`config.mk`:
```
export PLATFORM = sky130hd
export DESIGN_NAME = pipeline_hazard_ctrl_flat
export DESIGN_NICKNAME = d
export VERILOG_FILES = /design/src/rtl/pipeline_hazard_ctrl_pkg.sv /design/src/rtl/pipeline_hazard_ctrl_if.sv /design/src/rtl/pipeline_hazard_ctrl_fwd_sel.sv /design/src/rtl/pipeline_hazard_ctrl.sv /design/src/flat_wrapper.sv
export SDC_FILE = /design/constraint.sdc
export NUM_CORES = 1
export LEC_CHECK = 0
export ABC_AREA = 1
export CORE_UTILIZATION = 35
export CTS_BUF_LIST = sky130_fd_sc_hd__clkbuf_4 sky130_fd_sc_hd__clkbuf_8 sky130_fd_sc_hd__clkbuf_16
export DETAILED_ROUTE_END_ITERATION = 8
export PLACE_DENSITY = 0.69
export SLEW_MARGIN = 20
export SYNTH_ARGS = -nofsm -noshare
export SYNTH_HDL_FRONTEND = slang
export SYNTH_HIERARCHICAL = 1
export SYNTH_SLANG_ARGS = --single-unit
```
`constraint.sdc`:
```
create_clock -name clk -period 1.9 [get_ports clk]
set_input_delay 0.19 -clock clk [delete_from_list [all_inputs] [get_ports clk]]
set_output_delay 0.19 -clock clk [all_outputs]
set_load 0.01 [all_outputs]
```
`src/rtl/pipeline_hazard_ctrl_pkg.sv`:
```
// Shared types and constants for the pipeline hazard controller.
// Forwarding select encodings match the ALU operand mux in the datapath.
package hazard_pkg;

   localparam int DEF_REG_ADDR_W   = 5;
   localparam int DEF_CNT_W        = 32;
   localparam int DEF_MEM_LAT      = 1;
   localparam int DEF_BRANCH_STAGE = 3;
   localparam int WAIT_W           = 4;

   typedef enum logic {
      RUN,
      MEM_WAIT
   } state_e;

   typedef logic [1:0] fwd_t;

   localparam fwd_t FWD_REG = 2'b00;
   localparam fwd_t FWD_WB  = 2'b01;
   localparam fwd_t FWD_MEM = 2'b10;

endpackage

```
`src/rtl/pipeline_hazard_ctrl_if.sv`:
```
// Bundle between the pipeline datapath (master) and the hazard controller (slave).
interface pipeline_hazard_ctrl_if
   import hazard_pkg::*;
#(
   parameter int REG_ADDR_W = DEF_REG_ADDR_W,
   parameter int CNT_W      = DEF_CNT_W
) ();

   logic                  enable;
   logic [REG_ADDR_W-1:0] rs1_id, rs2_id;
   logic                  rs1_used_id, rs2_used_id;
   logic [REG_ADDR_W-1:0] rs1_ex, rs2_ex;
   logic [REG_ADDR_W-1:0] rd_ex, rd_mem, rd_wb;
   logic                  reg_write_ex, reg_write_mem, reg_write_wb;
   logic                  mem_read_ex;
   logic                  mem_req_mem;
   logic                  branch_taken;

   logic                  pc_en, if_id_en, id_ex_en, ex_mem_en, mem_wb_en;
   logic                  if_id_flush, id_ex_flush, ex_mem_flush;
   fwd_t                  fwd_a, fwd_b;
   logic [CNT_W-1:0]      stall_cycles, flush_events;

   modport master (
      output enable, rs1_id, rs2_id, rs1_used_id, rs2_used_id, rs1_ex, rs2_ex,
             rd_ex, rd_mem, rd_wb, reg_write_ex, reg_write_mem, reg_write_wb,
             mem_read_ex, mem_req_mem, branch_taken,
      input  pc_en, if_id_en, id_ex_en, ex_mem_en, mem_wb_en,
             if_id_flush, id_ex_flush, ex_mem_flush, fwd_a, fwd_b,
             stall_cycles, flush_events
   );

   modport slave (
      input  enable, rs1_id, rs2_id, rs1_used_id, rs2_used_id, rs1_ex, rs2_ex,
             rd_ex, rd_mem, rd_wb, reg_write_ex, reg_write_mem, reg_write_wb,
             mem_read_ex, mem_req_mem, branch_taken,
      output pc_en, if_id_en, id_ex_en, ex_mem_en, mem_wb_en,
             if_id_flush, id_ex_flush, ex_mem_flush, fwd_a, fwd_b,
             stall_cycles, flush_events
   );

endinterface

```
`src/rtl/pipeline_hazard_ctrl_fwd_sel.sv`:
```
// Single-operand forwarding comparator: picks the youngest in-flight producer of rs_i.
// The MEM stage holds the newer result, so it beats WB; x0 is never forwarded.
module fwd_sel
   import hazard_pkg::*;
#(
   parameter int REG_ADDR_W = DEF_REG_ADDR_W
) (
   input  logic [REG_ADDR_W-1:0] rs_i,
   input  logic [REG_ADDR_W-1:0] rdMem_i,
   input  logic                  regWriteMem_i,
   input  logic [REG_ADDR_W-1:0] rdWb_i,
   input  logic                  regWriteWb_i,
   output fwd_t                  sel_o
);

   always_comb begin
      sel_o = FWD_REG;
      if (regWriteMem_i && (rdMem_i != '0) && (rdMem_i == rs_i)) begin
         sel_o = FWD_MEM;
      end else if (regWriteWb_i && (rdWb_i != '0) && (rdWb_i == rs_i)) begin
         sel_o = FWD_WB;
      end
   end

endmodule

```
`src/rtl/pipeline_hazard_ctrl.sv`:
```
// Stall/flush/forwarding controller for the 5-stage pipeline.
// Priority of actions: memory freeze, then branch flush, then load-use bubble.
module pipeline_hazard_ctrl
   import hazard_pkg::*;
#(
   parameter int REG_ADDR_W   = DEF_REG_ADDR_W,
   parameter int MEM_LAT      = DEF_MEM_LAT,
   parameter int BRANCH_STAGE = DEF_BRANCH_STAGE,
   parameter int CNT_W        = DEF_CNT_W
) (
   input logic                   clk,
   input logic                   srst,
   pipeline_hazard_ctrl_if.slave bus
);

   state_e             stateQ, stateD;
   logic [WAIT_W-1:0]  waitQ, waitD;
   logic               servedQ, servedD;
   logic [CNT_W-1:0]   stallQ, stallD;
   logic [CNT_W-1:0]   flushQ, flushD;

   logic loadUse, memTrigger, frozen, branchFlush;
   logic pcEn, ifIdEn, idExEn, exMemEn, memWbEn;
   logic ifIdFlush, idExFlush, exMemFlush;
   fwd_t fwdA, fwdB;

   fwd_sel #(.REG_ADDR_W(REG_ADDR_W)) uFwdA (
      .rs_i(bus.rs1_ex), .rdMem_i(bus.rd_mem), .regWriteMem_i(bus.reg_write_mem),
      .rdWb_i(bus.rd_wb), .regWriteWb_i(bus.reg_write_wb), .sel_o(fwdA)
   );

   fwd_sel #(.REG_ADDR_W(REG_ADDR_W)) uFwdB (
      .rs_i(bus.rs2_ex), .rdMem_i(bus.rd_mem), .regWriteMem_i(bus.reg_write_mem),
      .rdWb_i(bus.rd_wb), .regWriteWb_i(bus.reg_write_wb), .sel_o(fwdB)
   );

   // The served flag stops a finished access, still sitting in MEM, from re-freezing.
   always_comb begin
      loadUse = bus.mem_read_ex && bus.reg_write_ex && (bus.rd_ex != '0) &&
                ((bus.rs1_used_id && (bus.rs1_id == bus.rd_ex)) ||
                 (bus.rs2_used_id && (bus.rs2_id == bus.rd_ex)));
      memTrigger  = (stateQ == RUN) && bus.mem_req_mem && !servedQ && (MEM_LAT > 1);
      frozen      = (stateQ == MEM_WAIT) || memTrigger;
      branchFlush = 1'b0;
      {pcEn, ifIdEn, idExEn, exMemEn, memWbEn} = 5'b11111;
      {ifIdFlush, idExFlush, exMemFlush}       = 3'b000;
      if (srst || !bus.enable || frozen) begin
         {pcEn, ifIdEn, idExEn, exMemEn, memWbEn} = 5'b00000;
      end else if (bus.branch_taken) begin
         branchFlush = 1'b1;
         ifIdFlush   = 1'b1;
         idExFlush   = 1'b1;
         exMemFlush  = (BRANCH_STAGE == 3);
      end else if (loadUse) begin
         pcEn      = 1'b0;
         ifIdEn    = 1'b0;
         idExFlush = 1'b1;
      end
   end

   // The entry cycle is the first frozen cycle, so MEM_WAIT covers the remaining MEM_LAT-2.
   always_comb begin
      stateD  = stateQ;
      waitD   = waitQ;
      servedD = servedQ;
      stallD  = stallQ;
      flushD  = flushQ;
      if (bus.enable) begin
         case (stateQ)
            RUN: begin
               if (memTrigger) begin
                  servedD = 1'b1;
                  if (MEM_LAT > 2) begin
                     stateD = MEM_WAIT;
                     waitD  = WAIT_W'(MEM_LAT - 2);
                  end
               end
            end
            MEM_WAIT: begin
               if (waitQ <= WAIT_W'(1)) begin
                  stateD = RUN;
                  waitD  = '0;
               end else begin
                  waitD = waitQ - WAIT_W'(1);
               end
            end
            default: stateD = RUN;
         endcase
         if (exMemEn) begin
            servedD = 1'b0;
         end
         if (!pcEn && (stallQ != '1)) begin
            stallD = stallQ + CNT_W'(1);
         end
         if (branchFlush && (flushQ != '1)) begin
            flushD = flushQ + CNT_W'(1);
         end
      end
   end

   always_ff @(posedge clk) begin
      if (srst) begin
         stateQ  <= RUN;
         waitQ   <= '0;
         servedQ <= 1'b0;
         stallQ  <= '0;
         flushQ  <= '0;
      end else begin
         stateQ  <= stateD;
         waitQ   <= waitD;
         servedQ <= servedD;
         stallQ  <= stallD;
         flushQ  <= flushD;
      end
   end

   assign bus.pc_en        = pcEn;
   assign bus.if_id_en     = ifIdEn;
   assign bus.id_ex_en     = idExEn;
   assign bus.ex_mem_en    = exMemEn;
   assign bus.mem_wb_en    = memWbEn;
   assign bus.if_id_flush  = ifIdFlush;
   assign bus.id_ex_flush  = idExFlush;
   assign bus.ex_mem_flush = exMemFlush;
   assign bus.fwd_a        = srst ? FWD_REG : fwdA;
   assign bus.fwd_b        = srst ? FWD_REG : fwdB;
   assign bus.stall_cycles = stallQ;
   assign bus.flush_events = flushQ;

endmodule
```
`src/flat_wrapper.sv`:
```
// flat-port wrapper written by rule: the top's interface ports become plain ports
module pipeline_hazard_ctrl_flat import hazard_pkg::*;
#(
   parameter int REG_ADDR_W   = DEF_REG_ADDR_W,
   parameter int MEM_LAT      = DEF_MEM_LAT,
   parameter int BRANCH_STAGE = DEF_BRANCH_STAGE,
   parameter int CNT_W        = DEF_CNT_W
)
  (clk, srst, bus_enable, bus_rs1_id, bus_rs2_id, bus_rs1_used_id, bus_rs2_used_id, bus_rs1_ex, bus_rs2_ex, bus_rd_ex, bus_rd_mem, bus_rd_wb, bus_reg_write_ex, bus_reg_write_mem, bus_reg_write_wb, bus_mem_read_ex, bus_mem_req_mem, bus_branch_taken, bus_pc_en, bus_if_id_en, bus_id_ex_en, bus_ex_mem_en, bus_mem_wb_en, bus_if_id_flush, bus_id_ex_flush, bus_ex_mem_flush, bus_fwd_a, bus_fwd_b, bus_stall_cycles, bus_flush_events);
  pipeline_hazard_ctrl_if #(.REG_ADDR_W(REG_ADDR_W), .CNT_W(CNT_W)) bus_i ();
  input logic clk;
  input logic srst;
  input wire logic [$bits(bus_i.enable)-1:0] bus_enable;
  input wire logic [$bits(bus_i.rs1_id)-1:0] bus_rs1_id;
  input wire logic [$bits(bus_i.rs2_id)-1:0] bus_rs2_id;
  input wire logic [$bits(bus_i.rs1_used_id)-1:0] bus_rs1_used_id;
  input wire logic [$bits(bus_i.rs2_used_id)-1:0] bus_rs2_used_id;
  input wire logic [$bits(bus_i.rs1_ex)-1:0] bus_rs1_ex;
  input wire logic [$bits(bus_i.rs2_ex)-1:0] bus_rs2_ex;
  input wire logic [$bits(bus_i.rd_ex)-1:0] bus_rd_ex;
  input wire logic [$bits(bus_i.rd_mem)-1:0] bus_rd_mem;
  input wire logic [$bits(bus_i.rd_wb)-1:0] bus_rd_wb;
  input wire logic [$bits(bus_i.reg_write_ex)-1:0] bus_reg_write_ex;
  input wire logic [$bits(bus_i.reg_write_mem)-1:0] bus_reg_write_mem;
  input wire logic [$bits(bus_i.reg_write_wb)-1:0] bus_reg_write_wb;
  input wire logic [$bits(bus_i.mem_read_ex)-1:0] bus_mem_read_ex;
  input wire logic [$bits(bus_i.mem_req_mem)-1:0] bus_mem_req_mem;
  input wire logic [$bits(bus_i.branch_taken)-1:0] bus_branch_taken;
  output wire logic [$bits(bus_i.pc_en)-1:0] bus_pc_en;
  output wire logic [$bits(bus_i.if_id_en)-1:0] bus_if_id_en;
  output wire logic [$bits(bus_i.id_ex_en)-1:0] bus_id_ex_en;
  output wire logic [$bits(bus_i.ex_mem_en)-1:0] bus_ex_mem_en;
  output wire logic [$bits(bus_i.mem_wb_en)-1:0] bus_mem_wb_en;
  output wire logic [$bits(bus_i.if_id_flush)-1:0] bus_if_id_flush;
  output wire logic [$bits(bus_i.id_ex_flush)-1:0] bus_id_ex_flush;
  output wire logic [$bits(bus_i.ex_mem_flush)-1:0] bus_ex_mem_flush;
  output wire logic [$bits(bus_i.fwd_a)-1:0] bus_fwd_a;
  output wire logic [$bits(bus_i.fwd_b)-1:0] bus_fwd_b;
  output wire logic [$bits(bus_i.stall_cycles)-1:0] bus_stall_cycles;
  output wire logic [$bits(bus_i.flush_events)-1:0] bus_flush_events;
  assign bus_i.enable = bus_enable;
  assign bus_i.rs1_id = bus_rs1_id;
  assign bus_i.rs2_id = bus_rs2_id;
  assign bus_i.rs1_used_id = bus_rs1_used_id;
  assign bus_i.rs2_used_id = bus_rs2_used_id;
  assign bus_i.rs1_ex = bus_rs1_ex;
  assign bus_i.rs2_ex = bus_rs2_ex;
  assign bus_i.rd_ex = bus_rd_ex;
  assign bus_i.rd_mem = bus_rd_mem;
  assign bus_i.rd_wb = bus_rd_wb;
  assign bus_i.reg_write_ex = bus_reg_write_ex;
  assign bus_i.reg_write_mem = bus_reg_write_mem;
  assign bus_i.reg_write_wb = bus_reg_write_wb;
  assign bus_i.mem_read_ex = bus_mem_read_ex;
  assign bus_i.mem_req_mem = bus_mem_req_mem;
  assign bus_i.branch_taken = bus_branch_taken;
  assign bus_pc_en = bus_i.pc_en;
  assign bus_if_id_en = bus_i.if_id_en;
  assign bus_id_ex_en = bus_i.id_ex_en;
  assign bus_ex_mem_en = bus_i.ex_mem_en;
  assign bus_mem_wb_en = bus_i.mem_wb_en;
  assign bus_if_id_flush = bus_i.if_id_flush;
  assign bus_id_ex_flush = bus_i.id_ex_flush;
  assign bus_ex_mem_flush = bus_i.ex_mem_flush;
  assign bus_fwd_a = bus_i.fwd_a;
  assign bus_fwd_b = bus_i.fwd_b;
  assign bus_stall_cycles = bus_i.stall_cycles;
  assign bus_flush_events = bus_i.flush_events;
  pipeline_hazard_ctrl #(.REG_ADDR_W(REG_ADDR_W), .MEM_LAT(MEM_LAT), .BRANCH_STAGE(BRANCH_STAGE), .CNT_W(CNT_W)) u_core (.clk(clk), .srst(srst), .bus(bus_i));
endmodule
```
==> impl_metrics.toml, run 1 <==
[run_status]
outcome = "finished clean"

[route]
wirelength_um = 14300
wl_per_cell_um = 12.0
ant_nets = 0
drc = 0
routed_via_density = 4.76
dr.first_iter.drc_count = 342
num_vias = 5668
firstDrtPassIters = 5

[synthesis]
yosysTopAreaCellShare = 0.274
synth_top_cell_by_area = "dfxtp_1"
synth_cells = 858
synth.avg_cell_area_um2 = 5.88
synthTopCellsByArea = "dfxtp_1 27%, nand2_1 19%, nor2_1 9.8%"
ys_types = 39
seq_area_frac_synth = 0.274
synth-seq-cells = 69
syn-cell-area_um2 = 5040
syn-num-nets = 908
yosysWarnings = 6

[sta]
rsz0062_at_grt = "false"
drv_slew = 0
finalHoldViolations = 0
slew_headroom = 0.658
worst_pin_slew_ns = 0.513
fmax_mhz = 547
period_share = 0.962
fin_skew_ns = 0.00807
setup_violations = 0
period_minus_slack_ns = 1.83

[worst_setup_path]
worstSetupEndpointType = "primary output"
path_depth = 4
r2r_end = "u_core/bus.stall_cycles[0]"
r2r-start = "u_core/bus.stall_cycles[0]"
crit_buf_inv = 3
crit_family = "buffers and inverters"
rr_worst_depth = 11
cpMostUsedCell = "buf_4"
max_stage_delay_ns = 0.52
r2r_slack_ns = 0.13
crit_end = "bus_id_ex_en"
worstPathMaxFanout = 3
slowest_stage = "clkdlybuf4s50_1"
crit_path_start_kind = "flop"
required_ns = 1.71
crit_start = "u_core/frozen"
crit_chain = "nor3_4 > buf_4 > buf_4 > clkdlybuf4s50_1"
critPathKind = "reg -> out"
worstPathArrival_ns = 1.64

[clock_tree]
cts_root_buf = "clkbuf_16"
clockBufferDepth = 2
ctsHoldBuffers = 0
clock-sinks = 69
clk_latency_ns = 0.33
cts_tree = "done"
clk_pin_slew_ns = 0.06
htree_levels = 3
cts_made_buffers = 9

[placement]
dp_hpwl_um = 10900
portBuffers = 120
dp.cells = 1175
place_congestion = 0.890

[final_layout]
instances_no_fill = 1192
synthToLayoutAreaGrowth_pct = 39.2
final_util = 0.502
drive_gt1_frac = 0.127
insertedDiodeCount = 0
nets = 1059

[pwr]
p_leak_nw = 2.98
p_per_area_nw_per_um2 = 489
ir_drop_mv = 0.380
p_total_mw = 3.43

[grt]
antenna_found_initial = 0
grt_max_degree = 44
grt_usage = 0.196
grt_pass1_wl_um = 23300
overflow = 0
grt_pass1_vias = 5075

[floorplan]
top_level_ports = 122
dieHeight_um = 122
die_width_um = 122
die-area_um2 = 14900
fp.coreArea_um2 = 14000
start_util = 0.361
fp-row-count = 43

[worst_hold_path]
hold_class = "in -> reg"

[flow_run]
drv_cap = 0
==> final cells by class <==
cell class,instances,area [um^2]
sequential,69,1390
multi-input combinational,630,3060
fill,1410,6970
clock inverter,2,10.0
clock buffer,12,260
timing repair buffer,168,1590
tap,180,225
inverter,131,492
==> cell usage after synthesis <==
master and instances:
a21boi_0 2, a21oi_1 28, nor3b_2 1, o221ai_1 1, o22ai_1 1, a21oi_2 1, buf_1 1, a211oi_1 1
inv_1 122, nor2_1 132, nor3b_1 2, buf_2 7, clkbuf_1 7, nor4_1 1, nor3_4 1, inv_2 9
nand4_1 33, and3_1 3, nor2_4 3, buf_6 6, o21ai_0 13, nand4_4 1, nand3b_1 1, nor3_2 5
xnor2_1 8, nand3_1 65, nand2_2 5, o21bai_1 2, nand2_1 256, buf_4 7, dfxtp_1 69, nand2_4 1
nor2_2 9, o21ai_1 4, o211ai_1 2, xor2_1 12, nor3_1 26, ha_1 4, nand3_2 6
==> worst min-delay path: stages <==
cell and delay, ns:
buf_2 0.12, buf_4 0.16, inv_1 0.16, nand2_1 0.11, nor2_1 0.03
==> flip-flops by register name, indices dropped and copies added (netlist names) <==
register and cells:
u_core/frozen 1, u_core/bus.stall_cycles 32, u_core/bus.flush_events 32, u_core/waitQ 4
==> cell usage in the layout, fill, tap and decap left out, drive strengths merged, types with 2 or more instances in the layout <==
cell and instances:
a21boi 2, a21oi 29, and3 3, buf 49
clkbuf 13, clkdlybuf4s15 4, clkdlybuf4s50 99, clkinv 2
dfxtp 69, dlygate4sd2 7, dlymetal6s2s 8, ha 4
inv 131, nand2 262, nand3 71, nand4 34
nor2 144, nor3 32, nor3b 3, o211ai 2
o21ai 17, o21bai 2, xnor2 8, xor2 12
==> worst min-delay path by stage <==
stage               slack, ns  cells after the start                   startpoint                     endpoint
floorplan                0.39                      3                   bus_enable   u_core/bus.stall_cycles[0]
global placement         0.47                      2  u_core/bus.flush_events[13]  u_core/bus.flush_events[13]
detailed placement       0.47                      2  u_core/bus.flush_events[13]  u_core/bus.flush_events[13]
CTS                      0.48                      5                         srst   u_core/bus.stall_cycles[3]
global route             0.50                      2  u_core/bus.flush_events[13]  u_core/bus.flush_events[13]
finish                   0.47                      5                         srst   u_core/bus.stall_cycles[1]
==> metrics by stage <==
stage	TNS, ns	hold slack, ns	area [um^2]	setup slack (ns)
2_1_floorplan	0	0.393	5040	0.142
3_3_place_gp	-4.93	0.470	6650	-0.215
3_5_place_dp	-6.60	0.475	6650	-0.216
4_1_cts	0	0.475	6920	0.00161
5_1_grt	0	0.505	7020	0.000355
6_report	0	0.466	7020	0.0728
==> cell families (layout without fill, tap and decap cells) <==
| family | Yosys count | after routing | share of synthesized area |
|---|---|---|---|
| buf+inv | 159 | 313 | 0.134 |
| compound gates | 55 | 55 | 0.0598 |
| flops | 69 | 69 | 0.274 |
| fa+ha+maj | 4 | 4 | 0.00992 |
| simple gates | 551 | 551 | 0.487 |
| xor+xnor | 20 | 20 | 0.0347 |
==> metal layers <==
layer  wire [um]  track usage
met5           0            0
met4         239       0.0594
met3         939       0.0384
met2        6340        0.312
met1        6820        0.265
==> power by group <==
part	internal, mW	switching [mW]
logic	0.189	0.213
registers	1.45	0.00552
clock network	0.950	0.619
==> what timing repair did <==
action	4_1_cts	5_1_grt
buffers inserted	2	1
endpoints found under the hold margin	0	0
gates resized for setup	13	41
pin swaps	1	8
setup endpoints to repair	12	68
(Power assumes the default switching activity.)
==> inputs of run 2 (changes only) <==
--- a/config.mk
+++ b/config.mk
@@ -6,10 +6,11 @@
 export NUM_CORES = 1
 export LEC_CHECK = 0
 export ABC_AREA = 1
-export CORE_UTILIZATION = 35
+export CAP_MARGIN = 20
+export CORE_UTILIZATION = 50
 export CTS_BUF_LIST = sky130_fd_sc_hd__clkbuf_4 sky130_fd_sc_hd__clkbuf_8 sky130_fd_sc_hd__clkbuf_16
 export DETAILED_ROUTE_END_ITERATION = 8
-export PLACE_DENSITY = 0.69
+export PLACE_DENSITY = 0.9
 export SLEW_MARGIN = 20
 export SYNTH_ARGS = -nofsm -noshare
 export SYNTH_HDL_FRONTEND = slang
==> constraint.sdc (replaced) <==
create_clock -name clk -period 1.85 [get_ports clk]
set_input_delay 0.185 -clock clk [delete_from_list [all_inputs] [get_ports clk]]
set_output_delay 0.185 -clock clk [all_outputs]
set_load 0.01 [all_outputs]
==> impl_metrics.toml, run 2 (synthesis gave the netlist of run 1 again) <==
[run_status]
outcome = "finished clean"

[clock_tree]
clock-sinks = 69
cts_made_buffers = 9
htree_levels = 3
ctsHoldBuffers = 0
cts_tree = "done"
cts_root_buf = "clkbuf_8"
clk_pin_slew_ns = 0.07
clockBufferDepth = 2
clk_latency_ns = 0.35

[worst_hold_path]
min_from = "srst"
hold_class = "in -> reg"
min_to = "u_core/bus.stall_cycles[5]"
holdPathStages = 3

[floorplan]
top_level_ports = 122
fp-row-count = 36
die_width_um = 102
fp.coreArea_um2 = 9770
dieHeight_um = 102
start_util = 0.516
die-area_um2 = 10500

[worst_setup_path]
path_depth = 11
max_stage_delay_ns = 0.48
critPathKind = "in -> out"
r2r_slack_ns = 0.08
worstSetupEndpointType = "primary output"
r2r_end = "u_core/bus.flush_events[0]"
crit_path_start_kind = "input port"
cpMostUsedCell = "nand2_1"
required_ns = 1.66
crit_chain = "clkdlybuf4s50_1 > inv_1 > nand2_1 > nand2_1 > nor2_2 > nand3_1 > nand2_1 > nand3_1 > nand2_2 > inv_1 > dlygate4sd2_1"
crit_buf_inv = 4
r2r-start = "u_core/bus.flush_events[17]"
slowest_stage = "clkdlybuf4s50_1"
worstPathArrival_ns = 1.64
rr_worst_depth = 11
crit_family = "buffers and inverters"
worstPathMaxFanout = 2

[sta]
period_minus_slack_ns = 1.82
fin_skew_ns = 0.0170
worst_pin_slew_ns = 0.398
setup_slack_ns = 0.0280
rsz0062_at_grt = "true"
period_share = 0.985
fmax_mhz = 549
finalHoldViolations = 0
slew_headroom = 0.733
drv_slew = 0
setup_violations = 0

[grt]
grt_pass1_wl_um = 23800
overflow = 0
grt_max_degree = 41
grt_pass1_vias = 5380
antenna_found_initial = 0
grt_usage = 0.286

[pwr]
p_leak_nw = 3.10
ir_drop_mv = 0.315
p_per_area_nw_per_um2 = 471

[placement]
placed_area_um2 = 6620
portBuffers = 120
pre_cts_ws_ns = -0.287
place_congestion = 0.932
dp_hpwl_um = 11100

[final_layout]
insertedDiodeCount = 0
final_design_area_no_fill_um2 = 7020
drive_gt1_frac = 0.146
nets = 1066
mostFrequentLayoutCell = "nand2_1"
synthToLayoutAreaGrowth_pct = 39.1
final_cell_mix = "252 x nand2_1, 123 x nor2_1, 121 x inv_1, 90 x clkdlybuf4s50_1, 63 x nand3_1"
multiInputGateArea_um2 = 3100
n_fill_cell = 766
seqCellArea_um2 = 1390

[route]
firstDrtPassIters = 5
dr.first_iter.drc_count = 408
num_vias = 6043
ant_nets = 0
wl_per_cell_um = 13.2
wirelength_um = 15200
routed_via_density = 5.24
drc = 0

[flow_run]
drv_cap = 0
## run 2: changes by cell type in the layout (fill, tap and decap cells not counted), moves of 4 or more
cell / delta
clkbuf_16: -9
clkdlybuf4s50_1: -9
clkbuf_8: +7
buf_4: +6
dlymetal6s2s_1: +6
nor2_2: +5
nor2_1: -4
## run 2: routing by layer
metal  vias up  track usage  wire, um
met2       294        0.491      7310
li1       3004            -         -
met5         -            0         0
met4         0       0.0934       279
met3        30       0.0506      1390
met1      2715        0.360      6240
## run 2: worst max path at each step
stage,from,slack (ns),end
floorplan,u_core/bus.flush_events[0],0.09,u_core/bus.flush_events[17]
global placement,bus_rd_mem[0],-0.27,bus_fwd_b[0]
detailed placement,bus_rs1_ex[2],-0.29,bus_fwd_a[0]
CTS,bus_rs1_ex[2],0.009,bus_fwd_a[0]
global route,bus_rs1_id[3],-0.07,bus_if_id_en
finish,bus_rs2_id[1],0.03,bus_pc_en
## run 2: layout make-up
| cell class | instances | area share |
|---|---|---|
| multi-input combinational | 630 | 0.442 |
| tap | 133 | 0.0237 |
| inverter | 131 | 0.0701 |
| sequential | 69 | 0.199 |
| timing repair buffer | 175 | 0.234 |
| clock buffer | 12 | 0.0209 |
| clock inverter | 4 | 0.0103 |
## run 2: worst min-delay path, delay by kind of cell
| family | cells | cell delay, ns |
|---|---|---|
| AND/OR/NAND/NOR | 1 | 0.12 |
| buffers and inverters | 2 | 0.36 |
## run 2: repair_timing
action	CTS	global route
gates resized for setup	19	62
endpoints found under the setup margin	24	56
buffers inserted	2	3
pin swaps	0	19
## run 2: report_power, final
group          internal, mW  total (mW)  switching [mW]
clock network         0.803        1.38           0.575
logic                 0.196       0.425           0.229
registers              1.49        1.50         0.00713
## run 2: through the flow
step	cells	power [mW]	setup TNS [ns]	util	hold WS (ns)
after floorplan	858	1.73	0	-	0.388
after global placement	1133	1.93	-5.28	0.678	0.486
after detailed placement	1133	1.94	-7.02	0.678	0.487
after CTS	1151	3.31	0	0.701	0.341
after global routing	1154	3.43	-0.309	0.718	0.348
final	1154	3.30	0	0.718	0.353
